[config.mk]
export PLATFORM = sky130hd
export DESIGN_NAME = mult16_final_cpa
export DESIGN_NICKNAME = d
export VERILOG_FILES = /design/src/rtl/mult16_final_cpa.sv
export SDC_FILE = /design/constraint.sdc
export NUM_CORES = 1
export LEC_CHECK = 0
export CAP_MARGIN = 0
export CORE_MARGIN = 2
export CORE_UTILIZATION = 55
export CTS_BUF_LIST = sky130_fd_sc_hd__clkbuf_16
export DETAILED_ROUTE_END_ITERATION = 12
export GPL_ROUTABILITY_DRIVEN = 0
export PLACE_DENSITY = 0.89
export SLEW_MARGIN = 20
export SYNTH_ARGS = -nofsm -noshare
export SYNTH_HDL_FRONTEND = slang
export SYNTH_SLANG_ARGS = --single-unit
[constraint.sdc]
create_clock -name clk -period 5.04 [get_ports clk]
set_input_delay 1.26 -clock clk [delete_from_list [all_inputs] [get_ports clk]]
set_output_delay 1.26 -clock clk [all_outputs]
set_load 0.01 [all_outputs]
[src/rtl/mult16_final_cpa.sv]
// Final carry-propagate adder for the 16x16 multiplier.
// Resolves the compressor tree's redundant sum/carry pair into the binary
// product using a two-stage pipelined adder (low half, then high half) with
// valid/ready handshakes on both sides and a saturating delivered-product count.
module mult16_final_cpa #(
    parameter int unsigned W    = 32,
    parameter int unsigned LO   = 16,
    parameter int unsigned CNTW = 16
) (
    input  logic            clk,
    input  logic            rst_n,
    input  logic            in_valid,
    output logic            in_ready,
    input  logic [W-1:0]    in_sum,
    input  logic [W-1:0]    in_carry,
    output logic            out_valid,
    input  logic            out_ready,
    output logic [W-1:0]    out_prod,
    output logic [CNTW-1:0] out_count
);

    localparam int unsigned HI = W - LO;

    // Stage 1: resolved low half plus the untouched high-half vectors
    logic          s1_v;
    logic [LO-1:0] s1_lo;
    logic          s1_c;
    logic [HI-1:0] s1_sum_hi;
    logic [HI-1:0] s1_carry_hi;

    // Stage 2: full product
    logic          s2_v;
    logic [W-1:0]  s2_prod;

    logic          adv1;
    logic          adv2;
    logic          in_xfer;
    logic          out_xfer;
    logic [LO:0]   lo_add;
    logic [HI-1:0] hi_add;

    // Handshake, advance and adder datapath
    always_comb begin
        adv2     = ~s2_v | out_ready;
        adv1     = s1_v & adv2;
        in_ready = ~s1_v | adv2;
        in_xfer  = in_valid & in_ready;
        out_xfer = s2_v & out_ready;
        lo_add   = {1'b0, in_sum[LO-1:0]} + {1'b0, in_carry[LO-1:0]};
        hi_add   = s1_sum_hi + s1_carry_hi + {{(HI-1){1'b0}}, s1_c};
    end

    // Stage 1 register: loads on input transfer, empties when drained into stage 2
    always_ff @(posedge clk or negedge rst_n) begin
        if (!rst_n) begin
            s1_v        <= 1'b0;
            s1_lo       <= '0;
            s1_c        <= 1'b0;
            s1_sum_hi   <= '0;
            s1_carry_hi <= '0;
        end else if (in_xfer) begin
            s1_v        <= 1'b1;
            s1_lo       <= lo_add[LO-1:0];
            s1_c        <= lo_add[LO];
            s1_sum_hi   <= in_sum[W-1:LO];
            s1_carry_hi <= in_carry[W-1:LO];
        end else if (adv1) begin
            s1_v <= 1'b0;
        end
    end

    // Stage 2 register: completes the high half; final carry-out is dropped
    always_ff @(posedge clk or negedge rst_n) begin
        if (!rst_n) begin
            s2_v    <= 1'b0;
            s2_prod <= '0;
        end else if (adv1) begin
            s2_v    <= 1'b1;
            s2_prod <= {hi_add, s1_lo};
        end else if (out_xfer) begin
            s2_v <= 1'b0;
        end
    end

    // Delivered-product counter, saturating at all-ones
    always_ff @(posedge clk or negedge rst_n) begin
        if (!rst_n) begin
            out_count <= '0;
        end else if (out_xfer && (out_count != '1)) begin
            out_count <= out_count + CNTW'(1);
        end
    end

    assign out_valid = s2_v;
    assign out_prod  = s2_prod;

endmodule
Yosys cells after proc, flatten, opt, wreduce, memory -nomap -nowiden
Index checks and enable logic that the tools add are counted.
- register bits: 99
- $add $sub $neg: 4
- equality and inequality tests: 1
- mux-type cells: 4
- bitwise logic cells: 7
- reductions and logical operators: 3
- operators by type and width (kind ; number):
    adder 16 x 16 -> 17 bit ; 1
    adder 16 x 1 -> 16 bit ; 1
    adder 16 x 1 -> 16 bit (second input constant) ; 1
    adder 16 bit ; 1
    inequality test 16 bit (second input constant) ; 1
    2-to-1 mux 1 bit ; 4
    nonzero test 2 bit ; 2
    AND 1 bit ; 3
    NOT 1 bit ; 2
    OR 1 bit ; 2
    logical AND 1 bit ; 1

Depth between registers and ports, before layout
- depth after elaboration: 5
- mapped depth: 9
- depth with buffers taken out: 9

Worst setup path before layout
OpenSTA, ideal clock, no wires.
- path type: input to register
- from: input in_sum[0]
- to: register s1_lo[14]
- library setup time: 0.087 ns
- arrival time: 3.226 ns
- setup slack: 1.727 ns
- stages on the path: 8
- path through: ha_1 fa_1 a21o_1 a221oi_2 nor2_1 a311o_1 a311o_1 o211ai_1
- cells in the longest elaborated chain, start to end: 1
- ends and longest elaborated chain (what ; RTL line ; text):
    start, declared ; 14 ; input logic [W-1:0] in_sum,
    adder 16 x 16 -> 17 bit ; 49 ; lo_add = {1'b0, in_sum[LO-1:0]} + {1'b0, in_carry[LO-1:0]};
    end signal, assigned ; 63 ; s1_lo <= lo_add[LO-1:0];
    end, declared ; 26 ; logic [LO-1:0] s1_lo;
No other way between the ends.
A chain may end at the register's enable or synchronous reset.

Worst setup path in the final report
- from: input out_ready
- to: output in_ready
- cells in the longest elaborated chain, start to end: 2
- ends and longest elaborated chain (what ; RTL line ; text):
    start, declared ; 17 ; input logic out_ready,
    OR 1 bit ; 44 ; adv2 = ~s2_v | out_ready;
    OR 1 bit ; 46 ; in_ready = ~s1_v | adv2;
    end, declared ; 13 ; output logic in_ready,
No other way between the ends.

==> impl_results.md <==
- Status: completed
- Largest net degree at the start of global routing: 65
- Syn avg cell area: 9.17 µm²
- Period utilization: 0.753
- Max incr delay on CP: 570 ps
- Initial Util: 0.566
- Number of synthesized flops with an enable pin: 0
- Pre-CTS WS: 1110 ps
- RSZ-0062 raised after global routing: false
- Die Width: 102 µm
- Grt peak-use layer: met2
- HP Class: flip-flop to flip-flop
- CP arrival: 2540 ps
- Initial antenna violation count: 0
- Max_cap viols: 0
- PD cells: 394 mW/mm²
- Post-Syn Area: 0.00523 mm²
- Post-synth net total: between 600 and 700
- Clk pin slew, worst setup/hold paths: ~70 ps
- Static leakage: 3.14 nW
- Worst Path Required: roughly 3800 ps
- Area delta synth->final: 30.0%
- Die Y: 102 µm
- Postcts setup bufs: 0
- DRC Markers: 0
- Post-synthesis cell type count: 50
- Hold path depth: 2
- Max Freq: 0.263 GHz
- Clock skew: 12.8 ps
- GRT Overall Usage: 0.253
- Startpoint Class: primary input
- First-pass GRT wire length: 20800 µm
- Placed cells: 801
- Most frequent cell on the critical path: clkdlybuf4s50_1
- Detailed placement HPWL: 9250 µm
- YS warnings: 0
- Layout cell share with drive strength beyond 1: 0.0422
- Slew HR: 0.392
- Fin nets: between 700 and 800
- Crit end category: output port
- Top FF cell, synth: dfrtp_1
- Gate Count Post-Synth: 570
- Boundary Pins: 118
- Row cnt: 35
- DRT iter0 DRCs: 198
- PortBufs: 117
- Via count: 4513
- Min cycle time layout: 3800 ps
- Avg Vias per Cell: 5.52
- Seq/Total Area, Yosys: 0.474
- Clock Path Buffers: 2
- First-pass iteration count of the detailed router: 4
- Grt ovf: 0
- Clock root buffer: clkbuf_16
- Synth async-reset ratio: 1.00
- # resized after CTS: 0
- Seq cells post-synth: 99
- Max H-tree Level: 3
- Vias in the first global route: approximately 4500
- Power Total: around 2.7 mW
- Final hold viol count: 0
- Antenna diodes: 0
- Setup TNS: 0 ps
- Detail Route Antenna Nets: 0
- Worst Path Max Fanout: 4
- WHS: roughly 460 ps
- Max-slew violations: 0
- Finished Layout Cells: between 800 and 900
- Met2 Usage GRT: 0.433
- Die area: 0.0103 mm²
- CTS Hold Bufs: 0
- Worst-skew pair later-pin latency: 340 ps
- Wirelength per Cell: 15.3 µm
- Met3 usage: 0.0442
- CTS tree: built
- Cts bufs inserted: 9
- Final worst slack: 1240 ps
- Routed wire length: 12500 µm
- Critical path class: primary input to output port
- Least-Margin Pin Slew: 910 ps
- M1 GR Usage: 0.324
- CORE AREA: 0.00924 mm²
- Max VDD drop: 237 µV
- Slowest-stage cell, CP: clkdlybuf4s50_1
- Final Setup Violations: 0
- R2R cell count: 9
- Crit-path cells: clkdlybuf4s50_1 -> nand3b_1 -> clkdlybuf4s50_1
- Clock Sinks: 99
## synth_stat cells, types with 2 or more instances
cell type	instances	area share
and3_2	2	0.0029
nand4_1	11	0.013
xnor2_1	26	0.044
and4_1	3	0.0050
a221oi_1	3	0.0050
a21boi_1	2	0.0029
o211ai_1	6	0.0086
a41oi_1	2	0.0034
and3_1	3	0.0036
o21bai_1	4	0.0057
clkbuf_1	14	0.010
or4_1	2	0.0029
nand2_1	197	0.14
clkbuf_8	2	0.0053
a2111oi_0	2	0.0034
nor2_1	12	0.0086
o21a_1	2	0.0029
a21oi_1	19	0.018
and2_1	5	0.0060
ha_1	31	0.074
nor3b_1	2	0.0029
fa_1	3	0.011
o31ai_1	2	0.0029
o21ai_0	35	0.034
inv_1	6	0.0043
o2111ai_1	3	0.0050
xor2_1	9	0.015
or3_1	3	0.0036
a211oi_1	3	0.0043
nand3_1	9	0.0086
nand3b_1	2	0.0029
nand2b_1	7	0.0084
nor2b_1	3	0.0036
dfrtp_1	99	0.47
a31oi_1	4	0.0048
nor3_1	8	0.0077
a311o_1	2	0.0038
a21o_1	10	0.014
## cell type report
class | instances | area (µm²)
multi-input combinational | 447 | 2630
sequential | 99 | 2480
fill | 638 | 2440
timing repair buffer | 120 | 1190
clock buffer | 9 | 225
tap | 129 | 161
clock inverter | 7 | 86.3
inverter | 6 | 22.5
## cell families (layout without fill, tap and decap cells)
| family | count (synthesis) | count (layout) | share of synthesized area |
|---|---|---|---|
| DFF | 99 | 99 | 0.474 |
| muxes | 1 | 1 | 0.00215 |
| and+or+nand+nor | 271 | 271 | 0.224 |
| AOI/OAI and AO/OA | 106 | 106 | 0.132 |
| adders and majority gates | 34 | 34 | 0.0857 |
| xor gates and xnor gates | 35 | 35 | 0.0586 |
| buffers and inverters | 24 | 142 | 0.0232 |
## metal layers
layer | wire (µm) | up-vias
li1 | - | 2188
met1 | 5340 | 2182
met2 | 6300 | 128
met3 | 632 | 15
met4 | 214 | 0
met5 | 0 | -
## critical path, delay by kind of cell
family                 cells  cell delay, ps
and+or+nand+nor            1             190
buffers and inverters      2            1080
## through the flow
stage	area (µm²)	util
6_report	6800	0.736
5_1_grt	6800	0.736
4_1_cts	6800	0.736
3_5_place_dp	6480	0.702
3_3_place_gp	6480	0.702
2_1_floorplan	5230	-
## power by group
group          switching [mW]  internal (mW)
clock network           0.317          0.395
registers               0.129          0.969
logic                   0.424          0.447
total                   0.870           1.81
## cells in the final DEF, fill, tap and decap left out, types with 3 or more instances in the layout
cell,instances
clkinv_4,3
clkdlybuf4s50_1,116
o21ai_0,35
a21o_1,10
nor2_1,12
nor3_1,8
nand4_1,11
o211ai_1,6
o21bai_1,4
and4_1,3
and3_1,3
fa_1,3
a31oi_1,4
xnor2_1,26
nor2b_1,3
o2111ai_1,3
a21oi_1,19
a211oi_1,3
a221oi_1,3
nand3_1,9
dfrtp_1,99
xor2_1,9
and2_1,5
ha_1,31
nand2_1,196
clkbuf_16,9
nand2b_1,7
or3_1,3
buf_4,4
inv_1,6
## final timing paths
| kind | startpoint | to | slack (ps) |
|---|---|---|---|
| max in group asynchronous | rst_n | out_count[7] | 3050 |
| min in group asynchronous | rst_n | out_prod[22] | 990 |
| worst max register to register | s1_c | out_prod[28] | 2280 |
| worst min register to register | s1_lo[6] | out_prod[6] | 460 |
| worst max-delay path | out_ready | in_ready | 1240 |
| worst min-delay path | s1_lo[6] | out_prod[6] | 460 |
## state kept, by name (all words and copies together) (netlist names)
register     flops
out_count       16
s1_carry_hi     16
s1_lo           16
s1_sum_hi       16
out_valid        1
s1_v             1
s1_c             1
out_prod        32
No activity file was read; power rests on OpenSTA's default activity.
